$ cat src/rtl/async_fifo_pkg.sv
// Shared widths and types for the async FIFO read-side drain logic.
package async_fifo_pkg;

    localparam int DEFAULT_DWIDTH   = 8;
    localparam int DEFAULT_CNTWIDTH = 16;

    // Buffer occupancy 0..2; the value 3 is never legal.
    typedef logic [1:0]                  occ_t;
    typedef logic [DEFAULT_CNTWIDTH-1:0] cnt_t;

endpackage

$ cat src/rtl/async_fifo_rd_buf.sv
// Two-entry ping-pong buffer that absorbs the FIFO's one-cycle read latency.
// Latency: a word written at an edge is visible on valid/data right after it.
// Backpressure: head word holds steady while valid && !ready; the caller must not overfill.
module async_fifo_rd_buf
    import async_fifo_pkg::*;
#(
    parameter int DWIDTH = DEFAULT_DWIDTH
) (
    input  logic              clk,
    input  logic              rst,
    input  logic              wr_en,
    input  logic [DWIDTH-1:0] wr_data,
    input  logic              ready,
    output logic              valid,
    output logic [DWIDTH-1:0] data,
    output logic              accept,
    output occ_t              occ
);

    logic [DWIDTH-1:0] entry [2];
    logic              head;
    logic              tail;
    occ_t              occ_next;

    assign valid  = (occ != 2'd0);
    assign accept = valid && ready;
    assign data   = entry[head];

    // Tail is head + occ (mod 2): when the head is consumed on the same edge,
    // the new word lands in the other entry, which the toggled head then points at.
    assign tail     = head ^ occ[0];
    assign occ_next = occ + occ_t'(wr_en) - occ_t'(accept);

    always_ff @(posedge clk or posedge rst) begin
        if (rst) begin
            entry[0] <= '0;
            entry[1] <= '0;
            head     <= 1'b0;
            occ      <= 2'd0;
        end else begin
            if (wr_en) begin
                entry[tail] <= wr_data;
            end
            if (accept) begin
                head <= ~head;
            end
            occ <= occ_next;
        end
    end

    a_occ_bound: assert property (@(posedge clk) disable iff (rst) occ != 2'd3);

endmodule

$ cat src/rtl/async_fifo_rd_drain.sv
// Pops the async FIFO and presents the words as a valid/ready stream with a delivered-word count.
// Latency: pop sampled at edge N, word captured at N+1, m_valid right after N+1; 1 word/rclk sustained.
// Backpressure: pop is issued only while buffered + in-flight words after this edge's accept stay below 2.
module async_fifo_rd_drain
    import async_fifo_pkg::*;
#(
    parameter int DWIDTH   = DEFAULT_DWIDTH,
    parameter int CNTWIDTH = DEFAULT_CNTWIDTH
) (
    input  logic                rclk,
    input  logic                reset,
    input  logic                empty,
    output logic                pop,
    input  logic [DWIDTH-1:0]   rdata,
    output logic                m_valid,
    input  logic                m_ready,
    output logic [DWIDTH-1:0]   m_data,
    output logic [CNTWIDTH-1:0] count
);

    occ_t       occ;
    logic       accept;
    logic       inflight;
    logic [2:0] demand;

    async_fifo_rd_buf #(
        .DWIDTH (DWIDTH)
    ) u_buf (
        .clk     (rclk),
        .rst     (reset),
        .wr_en   (inflight),
        .wr_data (rdata),
        .ready   (m_ready),
        .valid   (m_valid),
        .data    (m_data),
        .accept  (accept),
        .occ     (occ)
    );

    // Committed slots after this edge; combinational in m_ready so a full
    // buffer that is being drained can still pop at full rate.
    assign demand = {1'b0, occ} + {2'b00, inflight} - {2'b00, accept};
    assign pop    = !reset && !empty && (demand < 3'd2);

    always_ff @(posedge rclk or posedge reset) begin
        if (reset) begin
            inflight <= 1'b0;
            count    <= '0;
        end else begin
            inflight <= pop;
            count    <= count + CNTWIDTH'(accept);
        end
    end

    a_no_pop_empty: assert property (@(posedge rclk) disable iff (reset) !(pop && empty));

endmodule

$ cat config.mk
export PLATFORM = sky130hd
export DESIGN_NAME = async_fifo_rd_drain
export DESIGN_NICKNAME = d
export VERILOG_FILES = /design/src/rtl/async_fifo_pkg.sv /design/src/rtl/async_fifo_rd_buf.sv /design/src/rtl/async_fifo_rd_drain.sv
export SDC_FILE = /design/constraint.sdc
export NUM_CORES = 1
export LEC_CHECK = 0
export ABC_AREA = 0
export BUFFER_PORTS_ARGS = -buffer_cell sky130_fd_sc_hd__buf_2
export CAP_MARGIN = 5
export CORE_ASPECT_RATIO = 0.5
export CORE_UTILIZATION = 45
export DETAILED_ROUTE_END_ITERATION = 7
export PLACE_DENSITY = 0.7
export SLEW_MARGIN = 20
export SYNTH_ARGS = -nofsm -noshare
export SYNTH_HDL_FRONTEND = slang
export SYNTH_SLANG_ARGS = --single-unit
$ cat constraint.sdc
create_clock -name rclk -period 2.8 [get_ports rclk]
set_input_delay 0.28 -clock rclk [delete_from_list [all_inputs] [get_ports rclk]]
set_output_delay 0.28 -clock rclk [all_outputs]
set_load 0.02 [all_outputs]
# ---- After elaboration in Yosys (flattened, before gate mapping)
# Index checks and enable logic that the tools add are counted.
dict set report word_totals {
  output_inout_bits 26
  elab_cells 32
  register_bits 36
}
dict set report op_classes {
  n_reduce_logical 7
  bitwise 4
  muxes 6
  magnitude_cmp 4
  add_sub_neg 5
}
# cell count
set op_table {}
lappend op_table {{$mux W8} 4}
lappend op_table {{$add A16 B1 Y16} 1}
lappend op_table {{$bwmux W16} 1}
lappend op_table {{$demux W8 S1} 1}
lappend op_table {{$ge A2 B2 Y1 const B} 2}
lappend op_table {{$logic_and A1 B1 Y1} 4}
lappend op_table {{$not A1 Y2} 2}
lappend op_table {{$add A2 B1 Y3} 1}
lappend op_table {{$lt A3 B2 Y1 const B} 1}
lappend op_table {{$sub A3 B1 Y3} 1}
lappend op_table {{$add A2 B1 Y2} 1}
lappend op_table {{$logic_not A1 Y1} 2}
lappend op_table {{$lt A2 B1 Y1 const B} 1}
lappend op_table {{$reduce_bool A2 Y1} 1}
lappend op_table {{$sub A2 B1 Y2} 1}
lappend op_table {{$not A1 Y1} 1}
lappend op_table {{$xor A1 B1 Y1} 1}

# ---- Depth between registers and ports, before layout
dict set report depth {
  word_depth 7
  depth_mapped 9
  ltp_nobuf 9
}

# ---- Hierarchy
# From an unflattened synthesis, not the netlist that was laid out.
dict set report unflattened {
  cells_unflattened 124
  hier_area_um2 1690.4
}
# module cells_per_inst instances area_per_inst_um2 seq_area_each_um2
set modules_own_cells {}
lappend modules_own_cells {async_fifo_rd_buf 58 1 909.6 475.5}
lappend modules_own_cells {async_fifo_rd_drain 66 1 780.7 425.4}

# ---- Worst setup path after synthesis
# OpenSTA, ideal clock, no wires.
dict set report synth_timing {
  path_kind {reg-to-output}
  startpoint {register u_buf.occ[1]}
  endpoint {output port pop}
  path_stages_with_launch 9
  path_buffers 0
  t_required_ps 2520
  path_slack_ps 2
  t_arrival_ps 2518
  cell_sequence {dfrtp_1 inv_1 nand2_1 and2_1 ha_1 inv_1 ha_1 fa_1 nor4_1}
}
dict set report synth_between {
  elab_chain_cells 5
}
# element line
set synth_lines {}
lappend synth_lines {{start: declaration} async_fifo_rd_buf.sv:17} ;# output occ_t occ
lappend synth_lines {{start signal: assignment} async_fifo_rd_buf.sv:47} ;# occ <= occ_next;
lappend synth_lines {{$reduce_bool A2 Y1} async_fifo_rd_buf.sv:25} ;# assign valid = (occ != 2'd0);
lappend synth_lines {{via m_valid} async_fifo_rd_drain.sv:15} ;# output logic m_valid,
lappend synth_lines {{$logic_and A1 B1 Y1} async_fifo_rd_buf.sv:26} ;# assign accept = valid && ready;
lappend synth_lines {{via accept} async_fifo_rd_drain.sv:22} ;# logic accept;
lappend synth_lines {{$sub A3 B1 Y3} async_fifo_rd_drain.sv:42} ;# assign demand = {1'b0, occ} + {2'b00, inflight} - {2'b00, accept};
lappend synth_lines {{via demand[1]} async_fifo_rd_drain.sv:24} ;# logic [2:0] demand;
lappend synth_lines {{$lt A3 B2 Y1} async_fifo_rd_drain.sv:43} ;# assign pop = !reset && !empty && (demand < 3'd2);
lappend synth_lines {{$logic_and A1 B1 Y1} async_fifo_rd_drain.sv:43}
lappend synth_lines {{end: declaration} async_fifo_rd_drain.sv:13} ;# output logic pop,
# The timed path passes the listed nets, and every way through them passes these cells.

# ---- Worst setup path after layout
dict set report layout_timing {
  startpoint {register u_buf.occ[0]}
  endpoint {output port pop}
}
dict set report layout_between {
  elab_chain_cells 5
}
# element line
set layout_lines {}
lappend layout_lines {{$reduce_bool A2 Y1} async_fifo_rd_buf.sv:25}
lappend layout_lines {{$logic_and A1 B1 Y1} async_fifo_rd_buf.sv:26}
lappend layout_lines {{via accept} async_fifo_rd_drain.sv:22}
lappend layout_lines {{$sub A3 B1 Y3} async_fifo_rd_drain.sv:42}
lappend layout_lines {{via demand[1]} async_fifo_rd_drain.sv:24}
lappend layout_lines {{$lt A3 B2 Y1} async_fifo_rd_drain.sv:43}
lappend layout_lines {{$logic_and A1 B1 Y1} async_fifo_rd_drain.sv:43}
# The timed path passes the listed nets, and every way through them passes these cells.

==> impl_metrics.yaml <==
run_status:
  outcome: "completed"
placement:
  place_worst_setup_slack_ns: 0.282
  detailed_place_hpwl_um: 1880
  placed_cell_area_mm2: 0.00184
  io_buffer_count: 37
  globalplace.congestion: 0.756
logic_synthesis:
  synth_area_in_compound_gates: 0
  synthCells: 118
  syn-num-nets: 135
  syn-mean-instance-area_um2: 13.6
  netlist_area_before_placement_mm2: 0.00161
  synth_area_in_xor_xnor: 0.0925
  yosys.cell_types.count: 20
  yosysWarningCount: 0
  fraction_of_the_mapped_netlist_area_in_adder_cells: 0.0435
  fraction_of_the_yosys_area_taken_by_sequential_cells: 0.560
  synthSimpleGateAreaFrac: 0.0894
  ys_seq_elements: 36
  yosys-mux-area-fraction: 0.187
  main_combinational_cell_family_by_area_after_synthesis: "multiplexers"
routing:
  num_vias: 1004
  wl_per_cell_um: 12.6
  detail-route-antenna-nets: 0
  drc: 0
  finalWirelength_um: 2650
  dr.first_iter.drc_count: 9
  via_count_normalized_by_instance_count: 4.76
  drtPass1Iterations: 4
final_layout:
  post_route_cells_drive_above_1_share: 0.479
  antennaDiodeCount: 0
  most-common-layout-cells: "sky130_fd_sc_hd__dfrtp_1, sky130_fd_sc_hd__buf_2, sky130_fd_sc_hd__mux2_2"
  final_net_count: 180
  final_util: 0.612
  final_area_mm2: 0.00196
  area_added_between_synthesis_and_finish_pct: 21.9
sta:
  fin_crit_sh: 0.963
  fmaxAchievable_ghz: 0.371
  fin_skew_ns: 0.00343
  worst_slew_margin_rel: 0.653
  fin_tns_setup_ns: 0
  worst_slew_pin_slew_ns: 0.521
  maxSlewViolCount: 0
  final-hold-violation-count: 0
  worst_hold_slack_ns: 0.0126
  finalWorstPathRequiredPeriod_ns: 2.70
  setup_slack_ns: 0.104
  setup_viol_count_final: 0
cts:
  numCtsBuffers: 5
  cts.sink_count: 36
  h-tree-depth: 2
  cts_tree: "done"
  clock_transition_at_path_regs_ns: 0.07
  post_cts_hold_buffer_count: 0
  insertion_delay_ns: 0.28
  clockBufferDepth: 2
  cts_root_buf: "sky130_fd_sc_hd__clkbuf_8"
setup_path:
  crit_type: "reg2out"
  startpoint_type: "flop"
  critPathCaptureType: "primary output"
  max_fo_critical_path: 3
  crit_required_ns: 2.52
  crit_arrival_ns: 2.42
floorplan:
  core-area_mm2: 0.00321
  io_pins: 38
  die_w_um: 86.6
  die-area_mm2: 0.00383
  die_y_um: 44.3
  fp-row-count: 14
  initial_utilization: 0.502
pwr:
  leakagePower_nw: 0.984
  total_switching_power_uw: 751
  power_share_of_the_combinational_group: 0.425
  power_frac_clock: 0.161
  worst_ir_drop_vdd_uv: 384
  power.sequential.fraction: 0.414
  internal_power_mw: 1.33
  cellPowerDensity_mw_per_mm2: 1060
  netSwitchingFraction: 0.360
global_routing:
  grt_max_degree: 25
  vias_in_the_first_global_route: 1012
  number_of_antenna_violations_at_the_first_check_in_global_routing: 0
  grt_usage: 0.160
  first_pass_grt_wire_length_um: 4400
  grt_remaining_overflow: 0
worst_hold_path:
  worst_hold_path_type: "in2async"
run:
  timing.max_cap.violations: 0
==> cell usage after synthesis (all sizes together) <==
master  number  share of area
xor2         8          0.044
and2         1         0.0039
mux2        24           0.19
and3         2         0.0078
inv          6          0.014
nand4        1         0.0039
xnor2        9          0.049
ha           4          0.031
nor4         1         0.0039
nand3        7          0.022
nand2        7          0.016
nor2         3         0.0070
or2          1         0.0039
dfrtp       36           0.56
buf          2          0.014
fa           1          0.012
nor3         2         0.0062
and4         2          0.011
nand2b       1         0.0039
==> through the flow <==
stage / total power, mW / std cells
2_1_floorplan: 1.49 / 118
3_3_place_gp: 1.68 / 202
3_5_place_dp: 1.70 / 202
4_1_cts: 2.06 / 209
5_1_grt: 2.23 / 211
6_report: 2.08 / 211
==> registers in the layout, indices dropped and copies added, names as in the netlist <==
| register | flops |
|---|---|
| u_buf.entry | 16 |
| u_buf.occ | 2 |
| inflight | 1 |
| count | 16 |
| u_buf.head | 1 |
==> final cells by class <==
class,count,area [um2]
Timing Repair Buffer,40,210
Clock inverter,1,5.00
Sequential cell,36,901
Inverter,6,22.5
Multi-Input combinational cell,74,689
Tap cell,48,60.1
Fill cell,267,1240
Clock buffer,6,72.6
==> power groups by stage <==
| stage | clock [mW] | sequential (mW) | combinational (mW) |
|---|---|---|---|
| global placement | 0 | 0.860 | 0.819 |
| global route | 0.373 | 0.888 | 0.967 |
| finish | 0.336 | 0.862 | 0.884 |
| floorplan | 0 | 0.866 | 0.624 |
| detailed placement | 0 | 0.867 | 0.834 |
| CTS | 0.353 | 0.861 | 0.850 |
==> timing repair <==
item / CTS / global route
endpoints found under the hold margin: 0 / 0
pin swaps: 0 / 4
endpoints found under the setup margin: 1 / 1
buffers inserted: 0 / 2
resized for setup: 1 / 8
==> cells by family (layout without fill, tap and decap cells) <==
| group | Yosys count | count (layout) |
|---|---|---|
| flip-flops | 36 | 36 |
| AND/OR/NAND/NOR | 28 | 28 |
| multiplexers | 24 | 24 |
| XOR/XNOR | 17 | 17 |
| buffers and inverters | 8 | 53 |
| adder cells (fa/ha/maj) | 5 | 5 |
==> worst max-delay path, stage by stage, from the launching register on <==
cell	delay, ns
sky130_fd_sc_hd__dfrtp_1	0.40
sky130_fd_sc_hd__inv_2	0.10
sky130_fd_sc_hd__nand2_2	0.06
sky130_fd_sc_hd__and2_4	0.15
sky130_fd_sc_hd__ha_4	0.26
sky130_fd_sc_hd__inv_2	0.03
sky130_fd_sc_hd__ha_2	0.16
sky130_fd_sc_hd__fa_1	0.48
sky130_fd_sc_hd__nor4_2	0.30
sky130_fd_sc_hd__buf_4	0.19
==> routing by layer <==
layer  part of all wire  track usage
met3              0.057       0.0560
met2               0.48        0.260
met5                  0            0
met4             0.0087       0.0900
met1               0.45        0.193
==> worst paths after layout <==
check,startpoint,end,slack [ns],depth (start not counted)
setup / recovery,u_buf.occ[0],pop,0.10,9
hold / removal,reset,count[13],0.01,2
setup reg to reg,u_buf.occ[0],inflight,0.75,8
hold reg to reg,count[15],count[15],0.47,1
max in group asynchronous,reset,u_buf.entry[15],2.12,3
min in group rclk,empty,inflight,0.16,2
Note: power is estimated with default switching activity, not from simulation.
